`src/rtl/mips_pkg.sv`:
```
// Shared definitions for the fetch path.
//   RESET_PC_DEF : default reset PC.
//   fetch_state_e: one-bit fetch FSM encoding.
//   OP_*         : opcode constants shared with Control.
//   branch_offset: turns a 16-bit branch immediate into a byte offset.
package mips_pkg;

  localparam logic [31:0] RESET_PC_DEF = 32'h0040_0000;

  typedef enum logic {
    S_REQ   = 1'b0,
    S_VALID = 1'b1
  } fetch_state_e;

  localparam logic [5:0] OP_RTYPE = 6'h00;
  localparam logic [5:0] OP_ADDI  = 6'h08;
  localparam logic [5:0] OP_BEQ   = 6'h04;
  localparam logic [5:0] OP_BNE   = 6'h05;
  localparam logic [5:0] OP_J     = 6'h02;
  localparam logic [5:0] OP_JAL   = 6'h03;
  localparam logic [5:0] OP_LUI   = 6'h0f;
  localparam logic [5:0] OP_ORI   = 6'h0d;
  localparam logic [5:0] OP_ANDI  = 6'h0c;

  // Sign-extend the word offset and scale it to bytes.
  function automatic logic [31:0] branch_offset(input logic [15:0] imm);
    return {{14{imm[15]}}, imm, 2'b00};
  endfunction

endpackage

```
`src/rtl/fetch_unit_if.sv`:
```
// Instruction-memory read port.
//   imem_req   : fetch side requests a read
//   imem_addr  : word-aligned read address
//   imem_ready : memory accepts; imem_rdata valid this cycle
//   imem_rdata : instruction word
// master = fetch unit, slave = memory.
interface fetch_unit_if;
  logic        imem_req;
  logic [31:0] imem_addr;
  logic        imem_ready;
  logic [31:0] imem_rdata;

  modport master (output imem_req, imem_addr, input  imem_ready, imem_rdata);
  modport slave  (input  imem_req, imem_addr, output imem_ready, imem_rdata);
endinterface

```
`src/rtl/next_pc_logic.sv`:
```
// Combinational next-PC selection.
//   pc_i        : current PC
//   instr_idx_i : instr[25:0] (jump index; [15:0] is the branch immediate)
//   beq_i/bne_i/jump_i/jal_i/zero_i : control and ALU flag for this instr
//   pc_plus4_o  : pc + 4 (wraps modulo 2^32)
//   next_pc_o   : jump > taken branch > sequential
module next_pc_logic
  import mips_pkg::*;
(
  input  logic [31:0] pc_i,
  input  logic [25:0] instr_idx_i,
  input  logic        beq_i,
  input  logic        bne_i,
  input  logic        jump_i,
  input  logic        jal_i,
  input  logic        zero_i,
  output logic [31:0] pc_plus4_o,
  output logic [31:0] next_pc_o
);
  logic        taken;
  logic [31:0] br_tgt;
  logic [31:0] j_tgt;

  assign pc_plus4_o = pc_i + 32'd4;
  // Both branch flags set means "taken on either condition".
  assign taken      = (beq_i & zero_i) | (bne_i & ~zero_i);
  assign br_tgt     = pc_plus4_o + branch_offset(instr_idx_i[15:0]);
  assign j_tgt      = {pc_plus4_o[31:28], instr_idx_i, 2'b00};

  always_comb begin
    next_pc_o = pc_plus4_o;
    if (jump_i | jal_i) next_pc_o = j_tgt;
    else if (taken)     next_pc_o = br_tgt;
  end
endmodule

```
`src/rtl/fetch_unit.sv`:
```
// Two-state instruction fetch: request a word, hold it until the
// downstream stage acks, then advance the PC.
//   clk, reset  : clock, synchronous active-high reset
//   imem        : instruction-memory master port
//   instr       : held instruction (stable while instr_valid)
//   instr_valid : instr ready for decode/execute
//   instr_ack   : downstream done; control/flag inputs valid this cycle
//   BranchEQ/BranchNE/Jump/JumpAndLink/Zero : select next PC on ack
//   pc, pc_plus4: current instruction address and its successor
module fetch_unit
  import mips_pkg::*;
#(
  parameter logic [31:0] RESET_PC = RESET_PC_DEF
) (
  input  logic         clk,
  input  logic         reset,
  fetch_unit_if.master imem,
  output logic [31:0]  instr,
  output logic         instr_valid,
  input  logic         instr_ack,
  input  logic         BranchEQ,
  input  logic         BranchNE,
  input  logic         Jump,
  input  logic         JumpAndLink,
  input  logic         Zero,
  output logic [31:0]  pc,
  output logic [31:0]  pc_plus4
);
  // Low address bits of the reset vector are dropped so pc stays aligned.
  localparam logic [31:0] PC_RST = {RESET_PC[31:2], 2'b00};

  fetch_state_e state_q, state_d;
  logic [31:0]  pc_q, pc_d;
  logic [31:0]  instr_q, instr_d;
  logic [31:0]  next_pc;
  logic         req;

  next_pc_logic u_npc (
    .pc_i        (pc_q),
    .instr_idx_i (instr_q[25:0]),
    .beq_i       (BranchEQ),
    .bne_i       (BranchNE),
    .jump_i      (Jump),
    .jal_i       (JumpAndLink),
    .zero_i      (Zero),
    .pc_plus4_o  (pc_plus4),
    .next_pc_o   (next_pc)
  );

  always_ff @(posedge clk) begin
    if (reset) begin
      state_q <= S_REQ;
      pc_q    <= PC_RST;
      instr_q <= 32'h0000_0000;
    end else begin
      state_q <= state_d;
      pc_q    <= pc_d;
      instr_q <= instr_d;
    end
  end

  // imem_ready only matters in S_REQ, instr_ack only in S_VALID.
  always_comb begin
    state_d     = state_q;
    pc_d        = pc_q;
    instr_d     = instr_q;
    req         = 1'b0;
    instr_valid = 1'b0;
    case (state_q)
      S_REQ: begin
        req = 1'b1;
        if (imem.imem_ready) begin
          instr_d = imem.imem_rdata;
          state_d = S_VALID;
        end
      end
      S_VALID: begin
        instr_valid = 1'b1;
        if (instr_ack) begin
          pc_d    = next_pc;
          state_d = S_REQ;
        end
      end
      default: state_d = S_REQ;
    endcase
  end

  assign imem.imem_req  = req;
  assign imem.imem_addr = pc_q;
  assign instr          = instr_q;
  assign pc             = pc_q;
endmodule

```
`src/flat_wrapper.sv`:
```
// flat-port wrapper written by rule: the top's interface ports become plain ports
module fetch_unit_flat import mips_pkg::*;
#(
  parameter logic [31:0] RESET_PC = RESET_PC_DEF
)
  (clk, reset, instr, instr_valid, instr_ack, BranchEQ, BranchNE, Jump, JumpAndLink, Zero, pc, pc_plus4, imem_imem_req, imem_imem_addr, imem_imem_ready, imem_imem_rdata);
  fetch_unit_if imem_i ();
  input  logic clk;
  input  logic reset;
  output logic [31:0] instr;
  output logic instr_valid;
  input  logic instr_ack;
  input  logic BranchEQ;
  input  logic BranchNE;
  input  logic Jump;
  input  logic JumpAndLink;
  input  logic Zero;
  output logic [31:0] pc;
  output logic [31:0] pc_plus4;
  output wire logic [$bits(imem_i.imem_req)-1:0] imem_imem_req;
  output wire logic [$bits(imem_i.imem_addr)-1:0] imem_imem_addr;
  input wire logic [$bits(imem_i.imem_ready)-1:0] imem_imem_ready;
  input wire logic [$bits(imem_i.imem_rdata)-1:0] imem_imem_rdata;
  assign imem_imem_req = imem_i.imem_req;
  assign imem_imem_addr = imem_i.imem_addr;
  assign imem_i.imem_ready = imem_imem_ready;
  assign imem_i.imem_rdata = imem_imem_rdata;
  fetch_unit #(.RESET_PC(RESET_PC)) u_core (.clk(clk), .reset(reset), .imem(imem_i), .instr(instr), .instr_valid(instr_valid), .instr_ack(instr_ack), .BranchEQ(BranchEQ), .BranchNE(BranchNE), .Jump(Jump), .JumpAndLink(JumpAndLink), .Zero(Zero), .pc(pc), .pc_plus4(pc_plus4));
endmodule
```
`config.mk`:
```
export PLATFORM = sky130hd
export DESIGN_NAME = fetch_unit_flat
export DESIGN_NICKNAME = d
export VERILOG_FILES = /design/src/rtl/mips_pkg.sv /design/src/rtl/fetch_unit_if.sv /design/src/rtl/next_pc_logic.sv /design/src/rtl/fetch_unit.sv /design/src/flat_wrapper.sv
export SDC_FILE = /design/constraint.sdc
export NUM_CORES = 1
export LEC_CHECK = 0
export ABC_AREA = 1
export CORE_UTILIZATION = 30
export CTS_CLUSTER_SIZE = 28
export DETAILED_ROUTE_END_ITERATION = 10
export HOLD_SLACK_MARGIN = 0.15
export SYNTH_ARGS = -nofsm -noshare
export SYNTH_HDL_FRONTEND = slang
export SYNTH_SLANG_ARGS = --single-unit
```
`constraint.sdc`:
```
create_clock -name clk -period 3.46 [get_ports clk]
set_input_delay 0.519 -clock clk [delete_from_list [all_inputs] [get_ports clk]]
set_output_delay 0.519 -clock clk [all_outputs]
set_load 0.02 [all_outputs]
```
### Yosys cells after proc, flatten, opt, wreduce, memory -nomap -nowiden

Index checks and enable logic that the tools add are counted.
Widths: inputs -> output; s select.

* output and inout bits: 130
* register bits after elaboration: 65
* input bits: 41

* bitwise gates (word level): 6
* mux-type cells: 7
* add/sub/neg operators: 2
* reductions and logical operators: 2

Operator list (count)
* $mux 32: 2
* $add 32x3->32 const B: 1
* $add 32x32->32: 1
* $mux 1: 4
* $reduce_and 2->1: 2
* $and 1x1->1: 2
* $not 1->1: 2
* $or 1x1->1: 2
* $pmux 1 s2: 1

### Depth between registers and ports, before layout

Gate-level depths: netlist of run 1.

* word-level depth: 5
* gate-level depth with buffers: 23

### Hierarchy

From an unflattened synthesis of run 1, not the netlist that was laid out.

* cells, all modules: 1106
* area, all modules: 6378.6 µm²

Modules (own cells, without submodules)
* next_pc_logic: times used 1, cells an instance 722, area an instance 3553.4 µm²
* fetch_unit: times used 1, cells an instance 384, area an instance 2825.2 µm²

### Worst setup path after synthesis of run 1

No wires, ideal clock.

* path kind: register to register
* start: register u_core.pc_q[2], in the netlist u_core.imem.imem_addr[2]
* end: register u_core.pc_q[15], in the netlist u_core.imem.imem_addr[15]
* setup time: 0.117 ns
* cell stages (with the launch flop): 17
* arrival time: 2.952 ns
* slack: 0.391 ns
* cell sequence: dfxtp_1 ha_1 nand3_1 inv_2 nand2_4 nor2_4 xor2_1 ha_1 nand2_1 nand2_1 nand2_1 nand3_1 a21oi_1 nand2_1 or2_2 a31oi_1 nor2_1

* word-level cells in the longest chain between the ends: 4

Ends and longest elaborated chain
* start: declaration: RTL line fetch_unit.sv:33 `logic [31:0] pc_q, pc_d;`
* start signal: assignment: RTL line fetch_unit.sv:57 `pc_q <= pc_d;`
* $add 32x3->32: RTL line next_pc_logic.sv:24 `assign pc_plus4_o = pc_i + 32'd4;`
* via pc_plus4[12]: RTL line flat_wrapper.sv:19 `output logic [31:0] pc_plus4;`
* $add 32x32->32: RTL line next_pc_logic.sv:27 `assign br_tgt = pc_plus4_o + branch_offset(instr_idx_i[15:0]);`
* $mux 32: RTL line next_pc_logic.sv:33 `else if (taken) next_pc_o = br_tgt;`
* $mux 32: RTL line next_pc_logic.sv:32 `if (jump_i | jal_i) next_pc_o = j_tgt;`

The timed path passes the listed nets, and every way through them passes these cells.
A chain may end at the register's enable or synchronous reset.

### Final worst setup path of run 1

* start: register u_core.pc_q[3], in the netlist u_core.imem.imem_addr[3]
* end: register u_core.pc_q[22], in the netlist u_core.imem.imem_addr[22]

* word-level cells in the longest chain between the ends: 4

Ends and longest elaborated chain (RTL line)
* $add 32x3->32 *: next_pc_logic.sv:24
* $add 32x32->32: next_pc_logic.sv:27
* $mux 32 *: next_pc_logic.sv:33
* $mux 32 *: next_pc_logic.sv:32

Every way passes the cells marked *; elsewhere a longest branch is shown, timed or not.

==> results of run 1 <==
-- kinds of logic after synthesis --
group,after synthesis,synth area share (%)
xor+xnor,18,2.65
compound gates,158,14.3
flops,63,21.2
other cells,1,0.0629
buf+inv,201,15.0
fa+ha+maj,37,7.90
simple gates,541,38.9
-- metrics by stage --
| stage | utilization (%) | worst slack, ps |
|---|---|---|
| 5_1_grt | 42.0 | 17.9 |
| 3_5_place_dp | 40.1 | 101 |
| 4_1_cts | 41.8 | 94.5 |
| 2_1_floorplan | - | 391 |
| 6_report | 42.0 | 279 |
| 3_3_place_gp | 40.1 | 11.5 |
-- state kept, by name, summed over array words and instances (netlist names) --
signal                 cells
u_core.state_q             1
u_core.imem.imem_addr     30
u_core.instr              32
-- final cells by class --
type,count,area (µm²),area share [%]
clock buffers,10,239,2.93
clock inverters,6,92.6,1.13
inverters,145,544,6.66
multi-input cells,760,3830,46.9
flip-flops and latches,63,1260,15.5
well taps,265,332,4.06
repair buffers,194,1870,22.9
-- how the worst max path moves through the flow --
stage	start	end
2_1_floorplan	u_core.imem.imem_addr[2]$_SDFFE_PP0P_	u_core.imem.imem_addr[15]$_SDFFE_PP0P_
3_3_place_gp	u_core.imem.imem_addr[15]$_SDFFE_PP0P_	u_core.imem.imem_addr[30]$_SDFFE_PP0P_
3_5_place_dp	u_core.imem.imem_addr[15]$_SDFFE_PP0P_	u_core.imem.imem_addr[30]$_SDFFE_PP0P_
4_1_cts	u_core.imem.imem_addr[15]$_SDFFE_PP0P_	u_core.imem.imem_addr[30]$_SDFFE_PP0P_
5_1_grt	u_core.imem.imem_addr[3]$_SDFFE_PP0P_	u_core.imem.imem_addr[30]$_SDFFE_PP0P_
6_report	u_core.imem.imem_addr[3]$_SDFFE_PP0P_	u_core.imem.imem_addr[22]$_SDFFE_PP1P_
-- per-layer routing --
layer / GRT usage, % / share of wire [%] / vias to the layer above
met3: 5.26 / 8.5 / 48
met1: 32.1 / 45 / 3188
met2: 37.8 / 44 / 303
li1: - / - / 3509
met4: 9.45 / 3.0 / 0
met5: 0 / 0 / -
-- power by group --
group | switching [mW] | internal, mW
Clock | 0.377 | 0.654
Sequential | 0.0655 | 0.777
Combinational | 0.473 | 0.330
Total | 0.916 | 1.76
-- layout by cell type, fill, tap and decap left out, types with 4 or more instances in the layout --
cell type | netlist | final
nor2_4 | 7 | 7
conb_1 | 1 | 6
xnor2_1 | 6 | 6
nor3_1 | 4 | 4
nand2_1 | 283 | 283
or2_2 | 4 | 4
inv_1 | 140 | 140
and2_1 | 4 | 4
nor2_2 | 4 | 4
a21oi_1 | 63 | 63
o21ai_0 | 66 | 66
ha_1 | 36 | 36
dfxtp_1 | 63 | 60
a31oi_1 | 6 | 6
xor2_1 | 12 | 11
buf_4 | 36 | 30
inv_2 | 4 | 4
nand3_1 | 69 | 69
o21ai_1 | 4 | 4
nand2_2 | 5 | 5
clkdlybuf4s50_1 | 0 | 164
clkbuf_16 | 0 | 9
nand4_1 | 15 | 15
o21bai_1 | 7 | 7
nor2_1 | 136 | 136
-- timing repair --
action                                  in CTS  in global routing
resized for setup                            0                  4
hold endpoints to repair                     0                  0
endpoints found under the setup margin       0                 12
buffers inserted                             0                  2
-- worst reg2reg max path: stages, from the launching register on --
cell     delay (ps)
dfxtp_2         390
ha_1            200
nand3_1         160
inv_2           150
nand2_4          90
nor2_4          160
nand2_1          90
xor2_1          190
inv_1           130
ha_1            390
nand2_1         130
inv_1           100
nand3_1         150
nor2_1          180
nand4_1         140
nand4_1         130
nand3_1         160
nand2_1         110
nand2_1          40
==> results.md, run 1 <==
* Hpwl dp at 19600 µm
* Gpl congestion at ~0.95
* Iter 0 DRT Violations at 526
* Slowest cell delay on critical path at 390 ps
* Largest net degree at the start of global routing at 31
* Yosys cell types at 40
* Max rail drop VDD at 0.000380 V
* Initial antenna violation count at 0
* Cts hold-fix bufs at 0
* Tmin final at 3180 ps
* Actual slew at the worst max-slew pin at 670 ps
* WP buf/inv at 3
* Gate Count Post-Synth at 1019
* Layout cells sized above 1 at roughly 6.8%
* RSZ-0062 raised after global routing: false
* CTS Sinks at 63
* Clk_skew at 7.73 ps
* Drt total wl at 24100 µm
* Final count of hold timing violations at 0
* Post-synth top cells: nand2_1, inv_1, nor2_1
* TritonCTS Buffers at 9
* Cell Area, Placed at 7810 µm²
* FILL cells at 2095
* Post-synth EDFFs at 0
* Number of iterations in the first detailed-routing pass at 6
* Clock slew at reported path FFs at about 60 ps
* Synth area leaders: dfxtp_1, nand2_1, inv_1
* Antenna-violating nets left at 0
* Critical path startpoint category: flop
* Die area at ~20000 µm²
* Port Buffers at 164
* Seq cells post-synth at 63
* H-tree depth at 3
* Critical setup path kind: reg2reg
* Yosys warning count at 0
* Top-Level Pins at 171
* Sum of negative setup slack at 0 ps
* Req. time, crit path at 3700 ps
* Hold path depth at 2
* Drt wl/cell at about 17 µm
* Via count at about 7000
* Most frequent cell after synthesis: nand2_1
* FF-to-FF path depth at 18
* Clock buffer depth at 2
* DIE WIDTH at roughly 140 µm
* Critical-path cell list: ha_1 > nand3_1 > inv_2 > nand2_4 > nor2_4 > nand2_1 > xor2_1 > inv_1 > ha_1 > nand2_1 > inv_1 > nand3_1 > nor2_1 > nand4_1 > nand4_1 > nand3_1 > nand2_1 > nand2_1
* Synth-to-layout area growth at 37.1%
* GRT Total Usage at approximately 24%
* Core area at 19500 µm²
* Row Count at 51
* Status: finished clean
* Cell family contributing the most delay on the critical path: simple AND/OR/NAND/NOR gates
* CTS root buf: clkbuf_16
* Hold_sp: u_core.state_q$_SDFF_PP0_
* Diode count at 0
* Congestion Overflow GR at 0
* Sequential share of the synthesized area at between 20% and 30%
* DIE HEIGHT at 143 µm
* Final cycle utilization of the critical path at 91.9%
* Total Power at 2.68 mW
* Async SR Flop Fraction at 0%
* Max-Slew Margin vs Limit at between 50% and 60%
* Starting Density at 30.6%
* Final #Nets at 1251
* Avg Cell Area, Syn at between 5 and 6 µm²
* Maxcap violations at 0
* Crit path capture type: flop
* Placed cells at 1425
* Slew Limit Fails at 0
* Number of global-route vias before repair at 6590
* First-pass GRT wire length at 36900 µm
* Fmax at 314 MHz
* CTS tree: yes
* WP data arrival at around 3400 ps
* Final cell count without fillers at between 1000 and 1500
* Clock Latency Late Sink at roughly 350 ps
* Top cell type by total area after synthesis: dfxtp_1
* Critical path depth in cells at 18
* Residual DRC count at 0
* Design area at 8170 µm²
* Hold Path Class: reg2reg
* Crit path max fanout at 5
* Static leakage at 3.92 nW
* Hold endpoint: u_core.state_q$_SDFF_PP0_
* Most frequent CP cell: nand2_1
* Vias/cell at 4.88
* Worst R2R End: u_core.imem.imem_addr[22]$_SDFFE_PP1P_
* Main synth FF type: dfxtp_1
* Top-area cell type share of the netlist area at 21.2%
* Pwr/cell area at 328 nW/µm²
* Mapped Area at approximately 6000 µm²
* Reg2reg start: u_core.imem.imem_addr[3]$_SDFFE_PP0P_
* R2R Setup Slk at 280 ps
* # setup viols final at 0
* Critical-path top delay cell: dfxtp_2
* Hold slack at 508 ps
(Power assumes the default switching activity.)
==> run 2: changes to the inputs <==
Settings changed: CAP_MARGIN set to 0.
==> results of run 2 <==
Final layout, timing and power as in run 1 (identical DEF).
